$ cat config.mk
export PLATFORM = sky130hd
export DESIGN_NAME = vga_sync_gen_flat
export DESIGN_NICKNAME = d
export VERILOG_FILES = /design/src/rtl/vga_sync_if.sv /design/src/rtl/vga_sync_gen.sv /design/src/flat_wrapper.sv
export SDC_FILE = /design/constraint.sdc
export NUM_CORES = 1
export LEC_CHECK = 0
export BUFFER_PORTS_ARGS = -buffer_cell sky130_fd_sc_hd__buf_2
export CAP_MARGIN = 20
export CORE_MARGIN = 3
export CORE_UTILIZATION = 45
export CTS_BUF_LIST = sky130_fd_sc_hd__clkbuf_4
export CTS_CLUSTER_SIZE = 20
export DETAILED_ROUTE_END_ITERATION = 7
export HOLD_SLACK_MARGIN = 0.08
export PLACE_DENSITY = 0.77
export SETUP_SLACK_MARGIN = 0.15
export SYNTH_ARGS = -nofsm -noshare
export SYNTH_HDL_FRONTEND = slang
export SYNTH_SLANG_ARGS = --single-unit
$ cat constraint.sdc
create_clock -name clk_25 -period 4.4 [get_ports clk_25]
set_input_delay 0.22 -clock clk_25 [delete_from_list [all_inputs] [get_ports clk_25]]
set_output_delay 0.22 -clock clk_25 [all_outputs]
set_load 0.01 [all_outputs]
$ cat src/rtl/vga_sync_if.sv
// vga_sync_if: timing bundle between the VGA sync generator and its consumers
// (the paint stage and the DAC).
//   master modport : sync generator side (drives counters, syncs, frame info)
//   slave modport  : consumer side
//   hs, vs         : raw pixel/line counters (10 bits each)
//   hsync_n/vsync_n/blank_n : delayed DAC controls
//   frame_start, frame_cnt  : frame-level control
// Build option VGA_TEST_PATTERN_EN adds tp_en (consumer -> generator) and
// tp_r/tp_g/tp_b (generator -> consumer).
interface vga_sync_if #(
  parameter int FCNT_W = 16
);
  logic [9:0]        hs;
  logic [9:0]        vs;
  logic              hsync_n;
  logic              vsync_n;
  logic              blank_n;
  logic              frame_start;
  logic [FCNT_W-1:0] frame_cnt;
`ifdef VGA_TEST_PATTERN_EN
  logic              tp_en;
  logic [7:0]        tp_r;
  logic [7:0]        tp_g;
  logic [7:0]        tp_b;

  modport master (
    output hs, vs, hsync_n, vsync_n, blank_n, frame_start, frame_cnt,
    output tp_r, tp_g, tp_b,
    input  tp_en
  );
  modport slave (
    input  hs, vs, hsync_n, vsync_n, blank_n, frame_start, frame_cnt,
    input  tp_r, tp_g, tp_b,
    output tp_en
  );
`else
  modport master (
    output hs, vs, hsync_n, vsync_n, blank_n, frame_start, frame_cnt
  );
  modport slave (
    input  hs, vs, hsync_n, vsync_n, blank_n, frame_start, frame_cnt
  );
`endif
endinterface

$ cat src/rtl/vga_sync_gen.sv
// vga_sync_gen: 640x480@60 Hz VGA timing generator (timing is parameterised).
// Ports:
//   clk_25 : 25 MHz pixel clock
//   rst    : synchronous, active-high reset
//   vga    : vga_sync_if.master
//            hs/vs         raw counters, registered, used for ROM/RAM addressing
//            hsync_n/vsync_n/blank_n  decoded from hs/vs, delayed PIPE_DLY cycles
//                          to line up with the paint stage's registered pixel
//            frame_start   one-cycle pulse in the cycle hs==0 && vs==0
//            frame_cnt     completed-frame counter, wraps at 2^FCNT_W
// Build option VGA_TEST_PATTERN_EN: adds an 8-bar colour test pattern
// (tp_en in, tp_r/g/b out) that travels through the same delay line as the
// sync signals. Without the macro none of that logic exists.
module vga_sync_gen #(
  parameter int H_VISIBLE = 640,
  parameter int H_FP      = 16,
  parameter int H_SYNC    = 96,
  parameter int H_BP      = 48,
  parameter int V_VISIBLE = 480,
  parameter int V_FP      = 10,
  parameter int V_SYNC    = 2,
  parameter int V_BP      = 33,
  parameter int PIPE_DLY  = 2,
  parameter int FCNT_W    = 16
) (
  input  logic       clk_25,
  input  logic       rst,
  vga_sync_if.master vga
);

  localparam int H_TOTAL = H_VISIBLE + H_FP + H_SYNC + H_BP;
  localparam int V_TOTAL = V_VISIBLE + V_FP + V_SYNC + V_BP;

  localparam logic [9:0] H_LAST   = 10'(H_TOTAL - 1);
  localparam logic [9:0] V_LAST   = 10'(V_TOTAL - 1);
  localparam logic [9:0] H_VIS    = 10'(H_VISIBLE);
  localparam logic [9:0] V_VIS    = 10'(V_VISIBLE);
  localparam logic [9:0] HS_START = 10'(H_VISIBLE + H_FP);
  localparam logic [9:0] HS_END   = 10'(H_VISIBLE + H_FP + H_SYNC);
  localparam logic [9:0] VS_START = 10'(V_VISIBLE + V_FP);
  localparam logic [9:0] VS_END   = 10'(V_VISIBLE + V_FP + V_SYNC);

  // Delay-line word: {[tp_r, tp_g, tp_b,] hsync_n, vsync_n, blank_n}.
  // Idle value has both syncs inactive (1) and blank asserted (0).
`ifdef VGA_TEST_PATTERN_EN
  localparam int SIG_W = 27;
`else
  localparam int SIG_W = 3;
`endif
  localparam logic [SIG_W-1:0] SIG_IDLE = SIG_W'(3'b110);

  logic [9:0]        hs_q, hs_d;
  logic [9:0]        vs_q, vs_d;
  logic              frame_start_q, frame_start_d;
  logic [FCNT_W-1:0] frame_cnt_q, frame_cnt_d;

  logic              hsync_raw;
  logic              vsync_raw;
  logic              blank_raw;
  logic [SIG_W-1:0]  sig_raw;
  logic [SIG_W-1:0]  sig_out;

  always_comb begin
    hs_d = hs_q + 10'd1;
    vs_d = vs_q;
    if (hs_q == H_LAST) begin
      hs_d = '0;
      vs_d = (vs_q == V_LAST) ? '0 : vs_q + 10'd1;
    end
    // Loaded on the last pixel of the frame so the pulse lands on hs==0,vs==0;
    // never set in the first cycle after reset since the counters were 0.
    frame_start_d = (hs_q == H_LAST) && (vs_q == V_LAST);
    frame_cnt_d   = frame_cnt_q;
    if (frame_start_d) begin
      frame_cnt_d = frame_cnt_q + FCNT_W'(1);
    end
  end

  always_ff @(posedge clk_25) begin
    if (rst) begin
      hs_q          <= '0;
      vs_q          <= '0;
      frame_start_q <= 1'b0;
      frame_cnt_q   <= '0;
    end else begin
      hs_q          <= hs_d;
      vs_q          <= vs_d;
      frame_start_q <= frame_start_d;
      frame_cnt_q   <= frame_cnt_d;
    end
  end

  assign hsync_raw = ~((hs_q >= HS_START) && (hs_q < HS_END));
  assign vsync_raw = ~((vs_q >= VS_START) && (vs_q < VS_END));
  assign blank_raw = (hs_q < H_VIS) && (vs_q < V_VIS);

`ifdef VGA_TEST_PATTERN_EN
  // Bars are 80 pixels wide. Colour order white, yellow, cyan, green,
  // magenta, red, blue, black maps onto the bar index bits as:
  // red off when bit1 set, green off when bit2 set, blue off when bit0 set.
  logic [2:0]  bar;
  logic [23:0] tp_rgb_raw;

  always_comb begin
    bar        = 3'(hs_q / 10'd80);
    tp_rgb_raw = '0;
    if (vga.tp_en && blank_raw) begin
      tp_rgb_raw[23:16] = {8{~bar[1]}};
      tp_rgb_raw[15:8]  = {8{~bar[2]}};
      tp_rgb_raw[7:0]   = {8{~bar[0]}};
    end
  end

  assign sig_raw = {tp_rgb_raw, hsync_raw, vsync_raw, blank_raw};
`else
  assign sig_raw = {hsync_raw, vsync_raw, blank_raw};
`endif

  // Reset clears every stage to idle, so a reset in the middle of a sync
  // pulse cuts it short instead of letting stale stages play out.
  if (PIPE_DLY == 0) begin : g_no_dly
    assign sig_out = sig_raw;
  end else begin : g_dly
    logic [SIG_W-1:0] pipe_q [PIPE_DLY];
    logic [SIG_W-1:0] pipe_d [PIPE_DLY];

    always_comb begin
      pipe_d[0] = sig_raw;
      for (int i = 1; i < PIPE_DLY; i++) begin
        pipe_d[i] = pipe_q[i-1];
      end
    end

    always_ff @(posedge clk_25) begin
      if (rst) begin
        for (int i = 0; i < PIPE_DLY; i++) begin
          pipe_q[i] <= SIG_IDLE;
        end
      end else begin
        for (int i = 0; i < PIPE_DLY; i++) begin
          pipe_q[i] <= pipe_d[i];
        end
      end
    end

    assign sig_out = pipe_q[PIPE_DLY-1];
  end

  assign vga.hs          = hs_q;
  assign vga.vs          = vs_q;
  assign vga.hsync_n     = sig_out[2];
  assign vga.vsync_n     = sig_out[1];
  assign vga.blank_n     = sig_out[0];
  assign vga.frame_start = frame_start_q;
  assign vga.frame_cnt   = frame_cnt_q;
`ifdef VGA_TEST_PATTERN_EN
  assign vga.tp_r = sig_out[26:19];
  assign vga.tp_g = sig_out[18:11];
  assign vga.tp_b = sig_out[10:3];
`endif

endmodule

$ cat src/flat_wrapper.sv
// flat-port wrapper written by rule: the top's interface ports become plain ports
module vga_sync_gen_flat 
#(
  parameter int H_VISIBLE = 640,
  parameter int H_FP      = 16,
  parameter int H_SYNC    = 96,
  parameter int H_BP      = 48,
  parameter int V_VISIBLE = 480,
  parameter int V_FP      = 10,
  parameter int V_SYNC    = 2,
  parameter int V_BP      = 33,
  parameter int PIPE_DLY  = 2,
  parameter int FCNT_W    = 16
)
  (clk_25, rst, vga_hs, vga_vs, vga_hsync_n, vga_vsync_n, vga_blank_n, vga_frame_start, vga_frame_cnt);
  vga_sync_if #(.FCNT_W(FCNT_W)) vga_i ();
  input  logic clk_25;
  input  logic rst;
  output wire logic [$bits(vga_i.hs)-1:0] vga_hs;
  output wire logic [$bits(vga_i.vs)-1:0] vga_vs;
  output wire logic [$bits(vga_i.hsync_n)-1:0] vga_hsync_n;
  output wire logic [$bits(vga_i.vsync_n)-1:0] vga_vsync_n;
  output wire logic [$bits(vga_i.blank_n)-1:0] vga_blank_n;
  output wire logic [$bits(vga_i.frame_start)-1:0] vga_frame_start;
  output wire logic [$bits(vga_i.frame_cnt)-1:0] vga_frame_cnt;
  assign vga_hs = vga_i.hs;
  assign vga_vs = vga_i.vs;
  assign vga_hsync_n = vga_i.hsync_n;
  assign vga_vsync_n = vga_i.vsync_n;
  assign vga_blank_n = vga_i.blank_n;
  assign vga_frame_start = vga_i.frame_start;
  assign vga_frame_cnt = vga_i.frame_cnt;
  vga_sync_gen #(.H_VISIBLE(H_VISIBLE), .H_FP(H_FP), .H_SYNC(H_SYNC), .H_BP(H_BP), .V_VISIBLE(V_VISIBLE), .V_FP(V_FP), .V_SYNC(V_SYNC), .V_BP(V_BP), .PIPE_DLY(PIPE_DLY), .FCNT_W(FCNT_W)) u_core (.clk_25(clk_25), .rst(rst), .vga(vga_i));
endmodule
# Yosys cells after proc, flatten, opt, wreduce, memory -nomap -nowiden
# Memory sizes are Yosys's and may differ from the RTL's.
# Index checks and enable logic that the tools add are counted.
# classes
n_mux	6
order_cmp	6
div	0
n_shift	0
reduce_logical	5
n_mul	0
bitwise_logic	4
n_addsub	3
n_eq_ne	2
# ops
operator	n
10-bit by 1-bit adder with 10-bit output (second input constant)	2
10-bit equality test (second input constant)	2
10-bit less-than comparator (second input constant)	2
10-bit by 9-bit less-than comparator with 1-bit output (second input constant)	2
16-bit by 1-bit adder with 16-bit output (second input constant)	1
10-bit >= comparator (second input constant)	1
10-bit by 9-bit >= comparator with 1-bit output (second input constant)	1
10-bit 2-to-1 mux	1
3-bit 2-to-1 mux	2
1-bit logical AND	4
1-bit 2-to-1 mux	3
1-bit inverter	2
1-bit bitwise OR	2
2-bit OR reduction	1
# totals
input_bits	2
latch_bits	0
rom_bits	0
register_bits	37
n_memories	1
mem_bits_rw	6
output_inout_bits	40
# mem_list
name	depth	width	rd	rd_clocked_by_memory_dff	write_ports	line	rtl
u_core.g_dly.pipe_q	2	3	2	0	2	vga_sync_gen.sv:124	logic [SIG_W-1:0] pipe_q [PIPE_DLY];

# Longest topological paths before layout
# logic_depth
depth_word	4
depth_mapped	8

# Worst setup path after synthesis
# No wires, ideal clock.
# synth_timing
kind	reg2reg
from	register u_core.hs_q[0] (netlist: u_core.vga.hs[0])
to	register u_core.frame_cnt_q[4] (netlist: u_core.vga.frame_cnt[4])
arrival_ns	1.785
path_stages_with_launch	8
path_buffers	2
setup_ns	0.070
required_time_ns	4.330
slack_ns	2.545
path_cell_list	dfxtp_1 ha_1 and4_1 buf_6 nand3_4 buf_6 or4_1 a21oi_1
# synth_via
elab_chain_cells	2
# synth_lines
element	line	rtl
from (decl)	vga_sync_gen.sv:52	logic [9:0] hs_q, hs_d;
from (signal assigned)	vga_sync_gen.sv:86	hs_q <= hs_d;
10-bit equality test	vga_sync_gen.sv:72	frame_start_d = (hs_q == H_LAST) && (vs_q == V_LAST);
1-bit logical AND	vga_sync_gen.sv:72	
to (signal assigned)	vga_sync_gen.sv:89	frame_cnt_q <= frame_cnt_d;
to (decl)	vga_sync_gen.sv:55	logic [FCNT_W-1:0] frame_cnt_q, frame_cnt_d;
# Every way passes these cells.
# A chain may end at the register's enable or synchronous reset.

# Final worst setup path
# layout_timing
from	register u_core.hs_q[0] (netlist: u_core.vga.hs[0])
to	register u_core.frame_cnt_q[12] (netlist: u_core.vga.frame_cnt[12])
# Same word-level chain as after synthesis.

==> flow_summary.ini <==
[timing]
rsz0062_at_grt = no
fin_crit_ns = 2.28
hold_violations = 0
finalMaxSlewViolations = 0
fmax_mhz = 438
slew_headroom_pct = 64.3
max_slew.worst_pin.slew_ns = 0.536
fin_skew_ns = 0.00833
post-route-period-util_pct = 51.9
setup-violations-final = 0
finalSetupTns_ns = 0

[worst_setup_path]
critPathKind = reg2reg
crit_path_end_kind = flip-flop
crit_fanout = 18
critPathTopFamily = simple AND/OR/NAND/NOR gates
cp_cell_sequence = ha_1 > and4_1 > nand4_2 > or4_1 > a21oi_1
max_stage_delay_ns = 0.61
slowest_stage = or4_1
crit_required_ns = 4.66
worstSetupStartpointType = flip-flop
worstPathArrival_ns = 2.54
path_buf_inv = 0

[route]
dr.pass1.iters = 4
drc = 0
ant_nets = 0
drtIter0Drc = 112
routedWlPerCell_um = 13.8
num_vias = 1805
vias_per_cell = 5.80
wl_um = 4290

[grt]
grt_pass1_vias = 1541
grt_usage_pct = 16.7
grt_pass1_wl_um = 7110
antenna_found_initial = 0
grt_overflow = 0
grt_max_degree = 30

[clocking]
root_buffer = clkbuf_4
hold_buffers = 0
clock_path_buffers = 2
post_cts_resized = 0
cts_buffers = 5
cts-htree-levels = 2
post_cts_buffers = 0
clk_latency_ns = 0.33
cts_tree = built
clkSinkCount = 43
cts.clk_slew.worst_paths_ns = 0.11

[placement]
portBuffers = 41
dp_hpwl_um = 3070
place.gp.congestion = 0.773

[floorplanning]
ioPinCount = 42
die_y_um = 72.8
initial_utilization_pct = 48.5
dieArea_um2 = 5300
core_area_um2 = 4140
std_cell_rows = 23
fp.dieW_um = 72.8

[cells_and_area]
nets = 269
fillers = 387
syn2layout_area_growth_pct = 12.5
final_cell_mix = 43 x dfxtp_1, 41 x buf_2, 22 x a21oi_1, 17 x nor2_1, 16 x or4_1
final_common_cell = dfxtp_1
diodes = 0
drive_gt1_share_pct = 20.7

[power_and_ir_drop]
p_seq_share_pct = 67.5
powerDensity_nw_per_um2 = 259
switching_share_pct = 21.3
finalPower_mw = 0.586
clockPowerShare_pct = 29.5
p_leak_nw = 0.881
p_comb_share_pct = 3.0
ir_drop_v = 0.000132
internal_power_mw = 0.461
p_sw_mw = 0.125

[logic_synthesis]
ys_seq_area_share_pct = 42.9
syn_nets = 231
synth_cell_types = 35
syn-mean-instance-area_um2 = 8.97
ys_ff_latch = 43
syn_area_um2 = 2010
syn_inst = 224
yosys_warnings = 0

[run_status]
status = complete, no violations

[flow_run]
max-cap-violations = 0

[worst_hold_path]
hp-class = in2reg
-- through the flow --
stage / util (%) / std cells / hold WS [ns] / setup WS, ns / area (um2)
global placement: 53.4 / 305 / 0.395 / 2.24 / 2210
detailed placement: 53.4 / 305 / 0.396 / 2.16 / 2210
finish: 54.5 / 311 / 0.349 / 2.12 / 2260
CTS: 54.5 / 311 / 0.329 / 2.13 / 2260
global route: 54.5 / 311 / 0.368 / 1.91 / 2260
floorplan: - / 224 / 0.389 / 2.54 / 2010
-- layer usage --
metal | GRT usage (%) | routed length (um)
met2 | 25.8 | 1920
met4 | 4.30 | 21
met3 | 3.99 | 249
met1 | 23.5 | 2100
met5 | 0 | 0
-- registers in the layout, indices dropped and copies added, names as in the netlist --
register and flops:
u_core.g_dly.pipe_q 6, u_core.vga.frame_start 1, u_core.vga.hs 10, u_core.vga.frame_cnt 16, u_core.vga.vs 10
-- logic make-up (layout without fill, tap and decap cells) --
kind of cell,Yosys count,after routing,share of synthesized area (%)
AO/OA/AOI/OAI,46,46,13.3
XOR/XNOR,12,12,5.23
adder cells (fa/ha/maj),5,5,3.12
buffers and inverters,17,54,4.42
flip-flops,43,43,42.9
AND/OR/NAND/NOR,101,101,31.0
-- path summary, 6_finish.rpt --
path                                                      startpoint                                     to  slack (ns)  depth (start not counted)
worst max-delay path                     u_core.vga.hs[0]$_SDFF_PP0_  u_core.vga.frame_cnt[12]$_SDFFE_PP0P_        2.12                          5
worst min-delay path                                             rst            u_core.vga.hs[2]$_SDFF_PP0_        0.35                          2
worst max register to register           u_core.vga.hs[0]$_SDFF_PP0_  u_core.vga.frame_cnt[12]$_SDFFE_PP0P_        2.12                          5
worst min register to register  u_core.g_dly.pipe_q[0][2]$_SDFF_PP1_   u_core.g_dly.pipe_q[0][5]$_SDFF_PP1_        0.42                          1
-- power groups by stage --
stage / registers (mW) / clock network, mW / logic, mW
floorplan: 0.406 / 0 / 0.0105
global placement: 0.404 / 0 / 0.0176
detailed placement: 0.405 / 0 / 0.0179
CTS: 0.396 / 0.183 / 0.0178
global route: 0.397 / 0.199 / 0.0203
finish: 0.396 / 0.173 / 0.0175
-- final cells by class --
type                    instances  area [um2]  share of cell area (%)
repair buffers                 41         205                    9.09
multi-input cells             164        1060                    46.9
clock buffers                   6        45.0                    1.99
flip-flops and latches         43         861                    38.1
inverters                       7        26.3                    1.16
well taps                      50        62.6                    2.77
-- cells in the mapped netlist --
master	n	area [um2]
nand4_1	13	81.3
a21oi_1	22	110
dfxtp_1	43	861
inv_1	7	26.3
and3b_1	1	8.76
clkbuf_1	4	15.0
nand3_1	9	45.0
and3_1	6	37.5
or4_1	16	120
a21o_1	1	7.51
nand4_2	1	12.5
and2_0	1	6.26
and4bb_2	1	12.5
nor2b_1	1	6.26
nand2_1	13	48.8
buf_1	1	3.75
o31ai_1	14	105
nand3b_1	1	7.51
xnor2_1	5	43.8
or2b_1	1	7.51
buf_2	2	10.0
nor3_1	4	20.0
nor2_1	17	63.8
or2_2	2	12.5
buf_6	3	33.8
nand3_4	1	17.5
xor2_1	7	61.3
nor2_8	1	20.0
or3_1	5	31.3
ha_1	5	62.6
o21ai_0	9	45.0
and4_1	3	26.3
and2_1	2	12.5
nor4bb_1	1	10.0
nor4b_2	1	15.0
-- worst reg2reg max path, delay by kind of cell, from the launching register on --
kind	cells	cell delay (ns)
fa+ha+maj	1	0.23
flops	1	0.43
simple gates	3	1.41
compound gates	1	0.16
Power figures use the tool's default switching activity.
